<file path="src/rtl/perceptron_trainer.sv">
// rtl/perceptron_trainer.sv - perceptron weight trainer: decides on training and
// performs a serial read-modify-write of one weight row in the shared weight RAM.
module perceptron_trainer #(
  parameter  int HIST_LEN = 8,
  parameter  int WEIGHT_W = 8,
  parameter  int IDX_W    = 6,
  parameter  int THETA    = 29,
  localparam int SEL_W    = $clog2(HIST_LEN + 1)
) (
  input  logic                clk,
  input  logic                rst,
  input  logic                resolve_valid,
  output logic                resolve_ready,
  input  logic [IDX_W-1:0]    resolve_idx,
  input  logic [HIST_LEN-1:0] resolve_ghr,
  input  logic [7:0]          resolve_y_out,
  input  logic                resolve_pred,
  input  logic                resolve_taken,
  output logic [IDX_W-1:0]    wt_addr,
  output logic [SEL_W-1:0]    wt_sel,
  output logic                wt_read,
  input  logic [WEIGHT_W-1:0] wt_rdata,
  output logic                wt_write,
  output logic [WEIGHT_W-1:0] wt_wdata,
  output logic                busy,
  output logic [15:0]         train_count,
  output logic [15:0]         mispred_count
);

  localparam logic [1:0] S_IDLE  = 2'd0;
  localparam logic [1:0] S_READ  = 2'd1;
  localparam logic [1:0] S_WRITE = 2'd2;

  localparam logic [8:0]       THETA_MAG = 9'(THETA);
  localparam logic [SEL_W-1:0] LAST_COL  = SEL_W'(HIST_LEN);

  logic [1:0]          state;
  logic [IDX_W-1:0]    idx_q;
  logic [HIST_LEN-1:0] ghr_q;
  logic                taken_q;
  logic [SEL_W-1:0]    col;

  logic                accept;
  logic                mispredict;
  logic [8:0]          y_mag;
  logic                train;

  assign accept     = resolve_valid && (state == S_IDLE);
  assign mispredict = resolve_pred != resolve_taken;
  // 9-bit magnitude so that -128 maps to +128 rather than wrapping
  assign y_mag      = resolve_y_out[7] ? (9'd0 - {1'b1, resolve_y_out}) : {1'b0, resolve_y_out};
  assign train      = mispredict || (y_mag <= THETA_MAG);

  always_ff @(posedge clk or negedge rst) begin
    if (!rst) begin
      state         <= S_IDLE;
      idx_q         <= '0;
      ghr_q         <= '0;
      taken_q       <= 1'b0;
      col           <= '0;
      train_count   <= '0;
      mispred_count <= '0;
    end else begin
      case (state)
        S_IDLE: begin
          if (accept) begin
            idx_q   <= resolve_idx;
            ghr_q   <= resolve_ghr;
            taken_q <= resolve_taken;
            col     <= '0;
            if (mispredict && (mispred_count != 16'hFFFF))
              mispred_count <= mispred_count + 16'd1;
            if (train && (train_count != 16'hFFFF))
              train_count <= train_count + 16'd1;
            if (train)
              state <= S_READ;
          end
        end
        S_READ: state <= S_WRITE;
        S_WRITE: begin
          if (col == LAST_COL) begin
            state <= S_IDLE;
          end else begin
            col   <= col + 1'b1;
            state <= S_READ;
          end
        end
        default: state <= S_IDLE;
      endcase
    end
  end

  // Column 0 is the bias, whose input is always +1
  logic [HIST_LEN:0]   x_vec;
  logic                d_pos;
  logic [WEIGHT_W:0]   sum;
  logic [WEIGHT_W-1:0] sat;

  assign x_vec = {ghr_q, 1'b1};
  assign d_pos = x_vec[col] == taken_q;
  assign sum   = {wt_rdata[WEIGHT_W-1], wt_rdata} + (d_pos ? (WEIGHT_W+1)'(1) : {(WEIGHT_W+1){1'b1}});

  always_comb begin
    sat = sum[WEIGHT_W-1:0];
    if (sum[WEIGHT_W] != sum[WEIGHT_W-1])
      sat = sum[WEIGHT_W] ? {1'b1, {(WEIGHT_W-1){1'b0}}} : {1'b0, {(WEIGHT_W-1){1'b1}}};
  end

  assign resolve_ready = state == S_IDLE;
  assign wt_read       = state == S_READ;
  assign wt_write      = state == S_WRITE;
  assign busy          = wt_read || wt_write;
  assign wt_addr       = busy ? idx_q : '0;
  assign wt_sel        = busy ? col : '0;
  assign wt_wdata      = wt_write ? sat : '0;

endmodule

</file>
<file path="config.mk">
export PLATFORM = sky130hd
export DESIGN_NAME = perceptron_trainer
export DESIGN_NICKNAME = d
export VERILOG_FILES = /design/src/rtl/perceptron_trainer.sv
export SDC_FILE = /design/constraint.sdc
export NUM_CORES = 1
export LEC_CHECK = 0
export BUFFER_PORTS_ARGS = -buffer_cell sky130_fd_sc_hd__buf_2
export CAP_MARGIN = 30
export CORE_ASPECT_RATIO = 1.4
export CORE_MARGIN = 2
export CORE_UTILIZATION = 30
export CTS_BUF_LIST = sky130_fd_sc_hd__clkbuf_4 sky130_fd_sc_hd__clkbuf_8 sky130_fd_sc_hd__clkbuf_16
export DETAILED_ROUTE_END_ITERATION = 7
export SLEW_MARGIN = 5
export SYNTH_ARGS = -nofsm -noshare
export SYNTH_HDL_FRONTEND = slang
export SYNTH_SLANG_ARGS = --single-unit
</file>
<file path="constraint.sdc">
create_clock -name clk -period 11.4 [get_ports clk]
set_input_delay 1.14 -clock clk [delete_from_list [all_inputs] [get_ports clk]]
set_output_delay 1.14 -clock clk [all_outputs]
set_load 0.03 [all_outputs]
</file>
---- Yosys cells after proc, flatten, opt, wreduce, memory -nomap -nowiden ----
Index checks and enable logic that the tools add are counted.
operators by class
  add/sub/neg operators ................... 5
  $lt $le $gt $ge ......................... 2
  equal/unequal tests ..................... 11
  muxes and demuxes ....................... 16
  reduce and logical (&&, ||, !) cells .... 12
operators by type and width
  cell                                                            count
  adder 16 x 1 -> 16 bit, second input constant                   2
  != test 16 bit, second input constant                           2
  two-way mux 8 bit                                               3
  two-way mux 9 bit                                               2
  two-way mux 4 bit                                               3
  adder 9 bit                                                     1
  less-or-equal comparator 9 x 5 -> 1 bit, second input constant  1
  AND reduction 3 bit                                             3
  subtractor 1 x 9 -> 9 bit, first input constant                 1
  one-hot mux 4 bit (2 select lines)                              1
  two-way mux 6 bit                                               1
  one-hot mux 2 bit (3 select lines)                              1
  less-than comparator 4 x 5 -> 1 bit, second input constant      1
  adder 4 x 1 -> 4 bit, second input constant                     1
  binary-select mux 1 bit (select 4 bit)                          1
  == test 4 bit, second input constant                            1
  two-way mux 2 bit                                               2
  != test 2 x 1 -> 1 bit, second input constant                   2
  AND reduction 2 bit                                             2
  logical AND 1 bit                                               3
  == test 2 x 1 -> 1 bit, second input constant                   1
  == test 2 bit, second input constant                            1
  logical NOT 2 bit                                               1
  logical OR 1 bit                                                2
  5 further kinds                                                 7
storage, ports and cells
  flip-flop bits (word level) ............. 53
  input port bits ......................... 35

---- Longest topological paths before layout ----
Gate-level depths: netlist of run 1.
  depth in word-level cells ............... 8
  mapped depth ............................ 15

---- Least setup slack after synthesis of run 1 ----
OpenSTA, ideal clock, no wires.
  path kind ............................... register to output
  start point ............................. register col[0]
  end point ............................... output wt_wdata[0]
  arrival time ............................ 3.717 ns
  required time ........................... 10.260 ns
  slack ................................... 6.543 ns
  stages on the path, launching flop included .. 15
  buffers on the path ..................... 2
  cells stage by stage .................... dfrtp_1 > clkbuf_1 > mux4_2 > a21oi_1 > a21oi_1 > xor2_1 > inv_1 > fa_1 > nor2b_1 > o31a_1 > nor4b_1 > mux2i_1 > and3_1 > clkbuf_1 > a21oi_1
between the ends
  word-level cells in the longest chain between the ends .. 8
  elaborated cells on any way between the ends .. 9
  classes of those cells .................. add/sub: 1; eq/ne: 2; mux: 6
ends and longest elaborated chain
  element                                             RTL line  source
  from (decl)                                         41        logic [SEL_W-1:0] col;
  from (signal assigned)                              84        col <= col + 1'b1;
  binary-select mux 1 bit (select 4 bit) (*)          100       assign d_pos = x_vec[col] == taken_q;
  two-way mux 1 bit (implied by the code) (*)         100
  == test 1 bit (*)                                   100
  two-way mux 9 bit (*)                               101       assign sum = {wt_rdata[WEIGHT_W-1], wt_rdata} + (d_pos ? (WEIGHT_W+1)'(1) : {(WEIGHT_W+1){1'b1}});
  adder 9 bit (*)                                     101
  two-way mux 8 bit or != test 1 bit (tied branches)  106, 105
  two-way mux 8 bit (*)                               105       if (sum[WEIGHT_W] != sum[WEIGHT_W-1])
  two-way mux 8 bit (*)                               115       assign wt_wdata = wt_write ? sat : '0;
  to (decl)                                           24        output logic [WEIGHT_W-1:0] wt_wdata,
Mark *: on every way between the ends. The rest lies on a longest branch, timed or not. The select of a mux whose other input is x is not followed.

---- Worst setup path in the final report of run 1 ----
Same ends and word-level chain as after synthesis.

==> results of run 1 <==
cells in the final DEF (no fill, tap or decap), drive strengths merged, types with 6 or more instances in the layout:
cell / n
xnor2: 9
nor4: 9
nand2: 18
ha: 16
and3: 6
o21ai: 7
nand4: 7
xor2: 24
mux2: 18
nor3: 11
and2: 13
nor2: 26
nand3: 17
a21oi: 16
buf: 89
dfrtp: 53
inv: 20
power by group:
group	internal, mW	switching, mW	total [mW]
sequential	0.241	0.0526	0.293
combinational	0.254	0.403	0.657
clock	0.0827	0.0725	0.155
kinds of logic after synthesis:
group / Yosys count / synth area share
simple gates: 120 / 0.212
flops: 53 / 0.412
compound gates: 48 / 0.0988
xor+xnor: 33 / 0.0899
buf+inv: 27 / 0.0342
mux: 23 / 0.0837
fa+ha+maj: 17 / 0.0685
Yosys cell counts (all sizes together):
master	number	share of area
nand2	18	0.021
and2	13	0.025
o31a	1	0.0027
xor2	24	0.065
nand4	7	0.018
and4b	1	0.0031
nor3	11	0.017
a2bb2oi	2	0.0054
inv	19	0.022
buf	2	0.0051
a22o	1	0.0027
nand3	17	0.026
a2111oi	2	0.0054
a31oi	2	0.0039
clkbuf	6	0.0070
nor2b	2	0.0039
o21ai	7	0.011
a211o	1	0.0027
o311ai	1	0.0027
a21o	2	0.0047
a211oi	2	0.0047
and3	6	0.012
mux2	18	0.064
and4	2	0.0054
o211ai	2	0.0047
a21boi	1	0.0023
nor2	26	0.033
nand2b	5	0.0097
a221oi	2	0.0054
o21a	5	0.012
a32oi	1	0.0027
xnor2	9	0.025
nor4b	2	0.0054
and2b	1	0.0027
dfrtp	53	0.41
ha	16	0.062
mux2i	4	0.012
mux4	1	0.0070
a21oi	16	0.026
fa	1	0.0062
nor4	9	0.029
state kept, by name, indices dropped and copies added, names as in the netlist:
name and flops:
col 4, ghr_q 8, idx_q 6, mispred_count 16, state 2, taken_q 1, train_count 16
worst paths after layout:
kind | endpoint | startpoint | cells after the start | slack [ns]
min in group asynchronous | train_count[3]$_DFFE_PN0P_ | rst | 2 | 0.97
hold reg to reg | mispred_count[10]$_DFFE_PN0P_ | mispred_count[10]$_DFFE_PN0P_ | 1 | 0.48
max in group asynchronous | idx_q[0]$_DFFE_PN0P_ | rst | 2 | 9.99
setup reg to reg | train_count[1]$_DFFE_PN0P_ | state[0]$_DFFE_PN0P_ | 7 | 8.57
setup / recovery | wt_wdata[0] | col[0]$_DFFE_PN0P_ | 13 | 6.18
hold / removal | mispred_count[10]$_DFFE_PN0P_ | mispred_count[10]$_DFFE_PN0P_ | 1 | 0.48
metrics by stage:
step	hold slack (ns)	utilization	total power, mW
detailed placement	0.471	0.365	0.959
global route	0.503	0.379	1.20
CTS	0.486	0.379	1.12
floorplan	0.471	-	0.803
global placement	0.468	0.365	0.947
finish	0.484	0.379	1.11
per-layer routing:
metal / vias to the layer above / share of wire
met5: - / 0
met4: 0 / 0.012
met3: 7 / 0.057
met2: 61 / 0.49
met1: 1240 / 0.44
li1: 1314 / -
worst register-to-register path: stages (launching register included):
cell     delay (ns)
dfrtp_1        0.39
inv_1          0.09
ha_1           0.30
nand2_1        0.60
nor3_1         0.17
a21oi_2        0.67
nor2_2         0.17
mux2_4         0.33
area by class of cell:
type,instances,area [sq um]
Sequential cell,53,1330
Tap cell,138,173
Inverter,19,71.3
Timing Repair Buffer,89,448
Fill cell,1061,6460
Clock buffer,5,125
Multi-Input combinational cell,241,1780
Clock inverter,3,25.0
==> results.cfg, run 1 <==
[layout]
layout.cells.non_filler = 548
fin_area_sq_um = 3950
layout-drive-gt1-share = 0.302
nets = 461
syn_to_final_growth_pct = 22.8
n_antenna_cell = 0

[drt]
vias = 2622
via_per_inst = 4.78
ant_nets = 0
drt_first_pass_iters = 4
drtIter0Drc = 95
routedWlPerCell_microns = 13.6
routed_wl_mm = 7.44
drc = 0

[grt]
overflow = 0
grt.met2_usage = 0.216
grt_max_degree = 54
grt_pass1_vias = 2551
antenna_found_initial = 0
use_met3 = 0.0285
top_usage_layer = met2
track_usage = 0.130
grt_first_pass_wirelength_mm = 12.4
grtUsageMet1 = 0.169

[place]
placed_area_sq_um = 3800
place_congestion = 0.779
numPortBuffers = 88
pre_cts_slack_ns = 6.50
dp.cells = 540
hpwl_mm = 5.72

[timing]
min_period_ns = 5.22
max_slew_margin = 0.452
fmaxAchievable_ghz = 0.191
layout_worst_path_cycle_share = 0.458
final-hold-violation-count = 0
finalClockSkew_ns = 0.00788
setup-tns-final_ns = 0
rsz0062_at_grt = no
final_max_slew_viol_count = 0
worst_pin_slew_ns = 0.823
finalSetupViolations = 0
timing.final.ws_setup_ns = 6.18

[critical_path]
slowest_stage = xor2_1
path_delay_family = simple AND/OR/NAND/NOR gates
start_kind = register
worstPathMaxFanout = 11
slowest_delay_ns = 0.55
cp_common_cell = a21oi_1
crit_buf_inv = 2
crit_required_ns = 10.26
crit_path_cell_trace = mux4_2, a21oi_1, a21oi_1, xor2_1, inv_1, fa_1, nor2b_1, o31a_1, nor4b_1, mux2i_1, and3_1, a21oi_1, buf_2
worstPathArrival_ns = 4.08
path_class = reg2out
worstSetupEndpointType = output port

[synth]
syn_area_sq_um = 3220
syn_area_per_cell_sq_um = 10.0
synth_nets = 373
synthCells = 321
yosys_warnings = 0
synth_seq_area_share = 0.412
ys_ff_latch = 53
synth_cell_types = 50

[clock_network]
cts_buffers = 5
clockRootBuffer = clkbuf_16
cts_max_level = 2
post_cts_resized = 0
cts_tree = yes
clk_pin_slew_ns = 0.07
cts_setup_buffers = 0
numClockSinks = 53
clock_latency_ns = 0.29
ctsHoldBuffers = 0
max-clock-path-buffers = 2

[status]
status = finished, final reports clean

[power_and_ir_drop]
power_density_nw_per_um2 = 280
vdd_drop_max_mv = 0.0923
p_leak_nw = 1.99

[flow_run]
maxCapViolations = 0

[floorplan]
core-area_sq_um = 10400
start_util = 0.309
die_h_microns = 127
die_area_sq_um = 11600
dieWidth_microns = 91.5
placementRows = 44
io_pins = 89

[min_path]
hold_class = reg2reg
No activity file was read; power rests on OpenSTA's default activity.
==> run 2: changes to the inputs <==
Clock period 11.4 ns to 4.2 ns, I/O delays scaled along.
==> run 2 against run 1 <==
Sequential cell count is the same. Design area grew 2.3%. Total power rose to 2.9 times the previous value. Register-to-register slack lost 7.3 ns. Worst setup slack worse by 6.0 ns. Worst hold slack lost 0.38 ns. Sequential power rose to 2.7 times the previous value.
==> results.cfg, run 2 (synthesized netlist as in run 1, its figures left out) <==
[status]
status = finished, final reports clean

[drt]
ant_nets = 0
via_per_inst = 5.00
routed_wl_mm = 7.85
drtIter0Drc = 102
vias = 2774
drc = 0
drt_first_pass_iters = 4
routedWlPerCell_microns = 14.1

[layout]
layout.cells.non_filler = 555
final_cell_mix = 86 x buf_2, 52 x dfrtp_1, 24 x nor2_1, 24 x xor2_1, 19 x inv_1
n_antenna_cell = 0
nFillCells = 1070
layout-drive-gt1-share = 0.333
final_common_cell = buf_2
final_core_util = 0.388
syn_to_final_growth_pct = 25.5
biggestRegsByFlops = mispred_count: 16 flops, train_count: 16 flops, ghr_q: 8 flops
nets = 468
fin_area_sq_um = 4040

[place]
placed_area_sq_um = 3810
place_congestion = 0.825
dp.cells = 542
hpwl_mm = 5.96
numPortBuffers = 88

[timing]
layout_worst_path_cycle_share = 0.947
finalSetupViolations = 0
final_max_slew_viol_count = 0
setup-tns-final_ns = 0
min_period_ns = 3.98
worst_pin_slew_ns = 0.846
finalClockSkew_ns = 0.00706
max_slew_margin = 0.436
fmaxAchievable_ghz = 0.251
final-hold-violation-count = 0

[grt]
antenna_found_initial = 0
grt_first_pass_wirelength_mm = 12.7
track_usage = 0.134
grt_max_degree = 31
grt_pass1_vias = 2745
overflow = 0

[clock_network]
clock_latency_ns = 0.29
clockRootBuffer = clkbuf_16
cts_buffers = 5
cts_tree = yes
numClockSinks = 53
max-clock-path-buffers = 2
clk_pin_slew_ns = 0.07
cts_max_level = 2
ctsHoldBuffers = 0

[floorplan]
die_h_microns = 127
placementRows = 44
dieWidth_microns = 91.5
core-area_sq_um = 10400
die_area_sq_um = 11600
io_pins = 89
start_util = 0.309

[critical_path]
crit_required_ns = 3.78
worstPathMaxFanout = 7
worstSetupEndpointType = output port
worstPathArrival_ns = 3.56
start_kind = register
cp_common_cell = a21oi_1
slowest_stage = mux4_2
crit_buf_inv = 2
path_class = reg2out
slowest_delay_ns = 0.52
crit_path_cell_trace = mux4_2, a21oi_2, a21oi_1, xor2_1, buf_4, ha_1, o21ai_0, o21ai_1, o211ai_1, a211o_1, and3_2, a21oi_1, clkbuf_4
path_delay_family = compound AO/OA/AOI/OAI gates

[min_path]
hold_class = in2async

[power_and_ir_drop]
p_leak_nw = 2.03
power_density_nw_per_um2 = 793
vdd_drop_max_mv = 0.280

[flow_run]
maxCapViolations = 0
-- run 2: per-layer routing --
metal | wire length [microns] | track usage
met1 | 3360 | 0.167
met2 | 3860 | 0.225
met3 | 465 | 0.0279
met4 | 159 | 0.0517
met5 | 0 | 0
-- run 2: what timing repair did --
| action | CTS | global route |
|---|---|---|
| hold endpoints to repair | 0 | 0 |
| resized for setup | 0 | 14 |
| setup buffers | 0 | 5 |
| endpoints found under the setup margin | 0 | 8 |
-- run 2: worst paths after layout --
kind / cells after the start / endpoint / slack (ns) / start
hold reg to reg: 1 / mispred_count[10]$_DFFE_PN0P_ / 0.49 / mispred_count[10]$_DFFE_PN0P_
max in group asynchronous: 2 / mispred_count[9]$_DFFE_PN0P_ / 3.28 / rst
setup / recovery: 13 / wt_wdata[0] / 0.22 / col[0]$_DFFE_PN0P_
min in group clk: 2 / ghr_q[7]$_DFFE_PN0P_ / 0.35 / resolve_ghr[7]
setup reg to reg: 7 / train_count[1]$_DFFE_PN0P_ / 1.32 / state[0]$_DFFE_PN0P_
hold / removal: 1 / train_count[3]$_DFFE_PN0P_ / 0.11 / rst
-- run 2: area by class of cell --
cell class	count	area [sq um]	share of cell area
Multi-Input combinational cell	241	1810	0.448
Clock inverter	2	13.8	0.00341
Timing Repair Buffer	96	509	0.126
Tap cell	138	173	0.0428
Sequential cell	53	1330	0.329
Inverter	19	71.3	0.0177
Clock buffer	6	133	0.0329
-- run 2: where the power goes --
part	internal [mW]	leakage (nW)	switching, mW
combinational	0.804	1.28	1.20
clock	0.229	0.0747	0.184
sequential	0.655	0.678	0.129
total	1.69	2.03	1.51
-- run 2: through the flow --
stage / total power, mW / worst slack (ns) / hold WS [ns]
2_1_floorplan: 2.18 / 0.0633 / 0.124
3_3_place_gp: 2.61 / 0.602 / 0.446
3_5_place_dp: 2.64 / 0.482 / 0.450
4_1_cts: 3.07 / 0.144 / 0.134
5_1_grt: 3.45 / -0.0475 / 0.164
6_report: 3.20 / 0.221 / 0.108
-- run 2: worst register-to-register path, cell delays in order, from the launching register on --
cell and delay [ns]:
dfrtp_1 0.39, inv_1 0.09, ha_1 0.30, nand2_1 0.61, nor3_1 0.17, a21oi_2 0.69, nor2_2 0.18, mux2_4 0.34
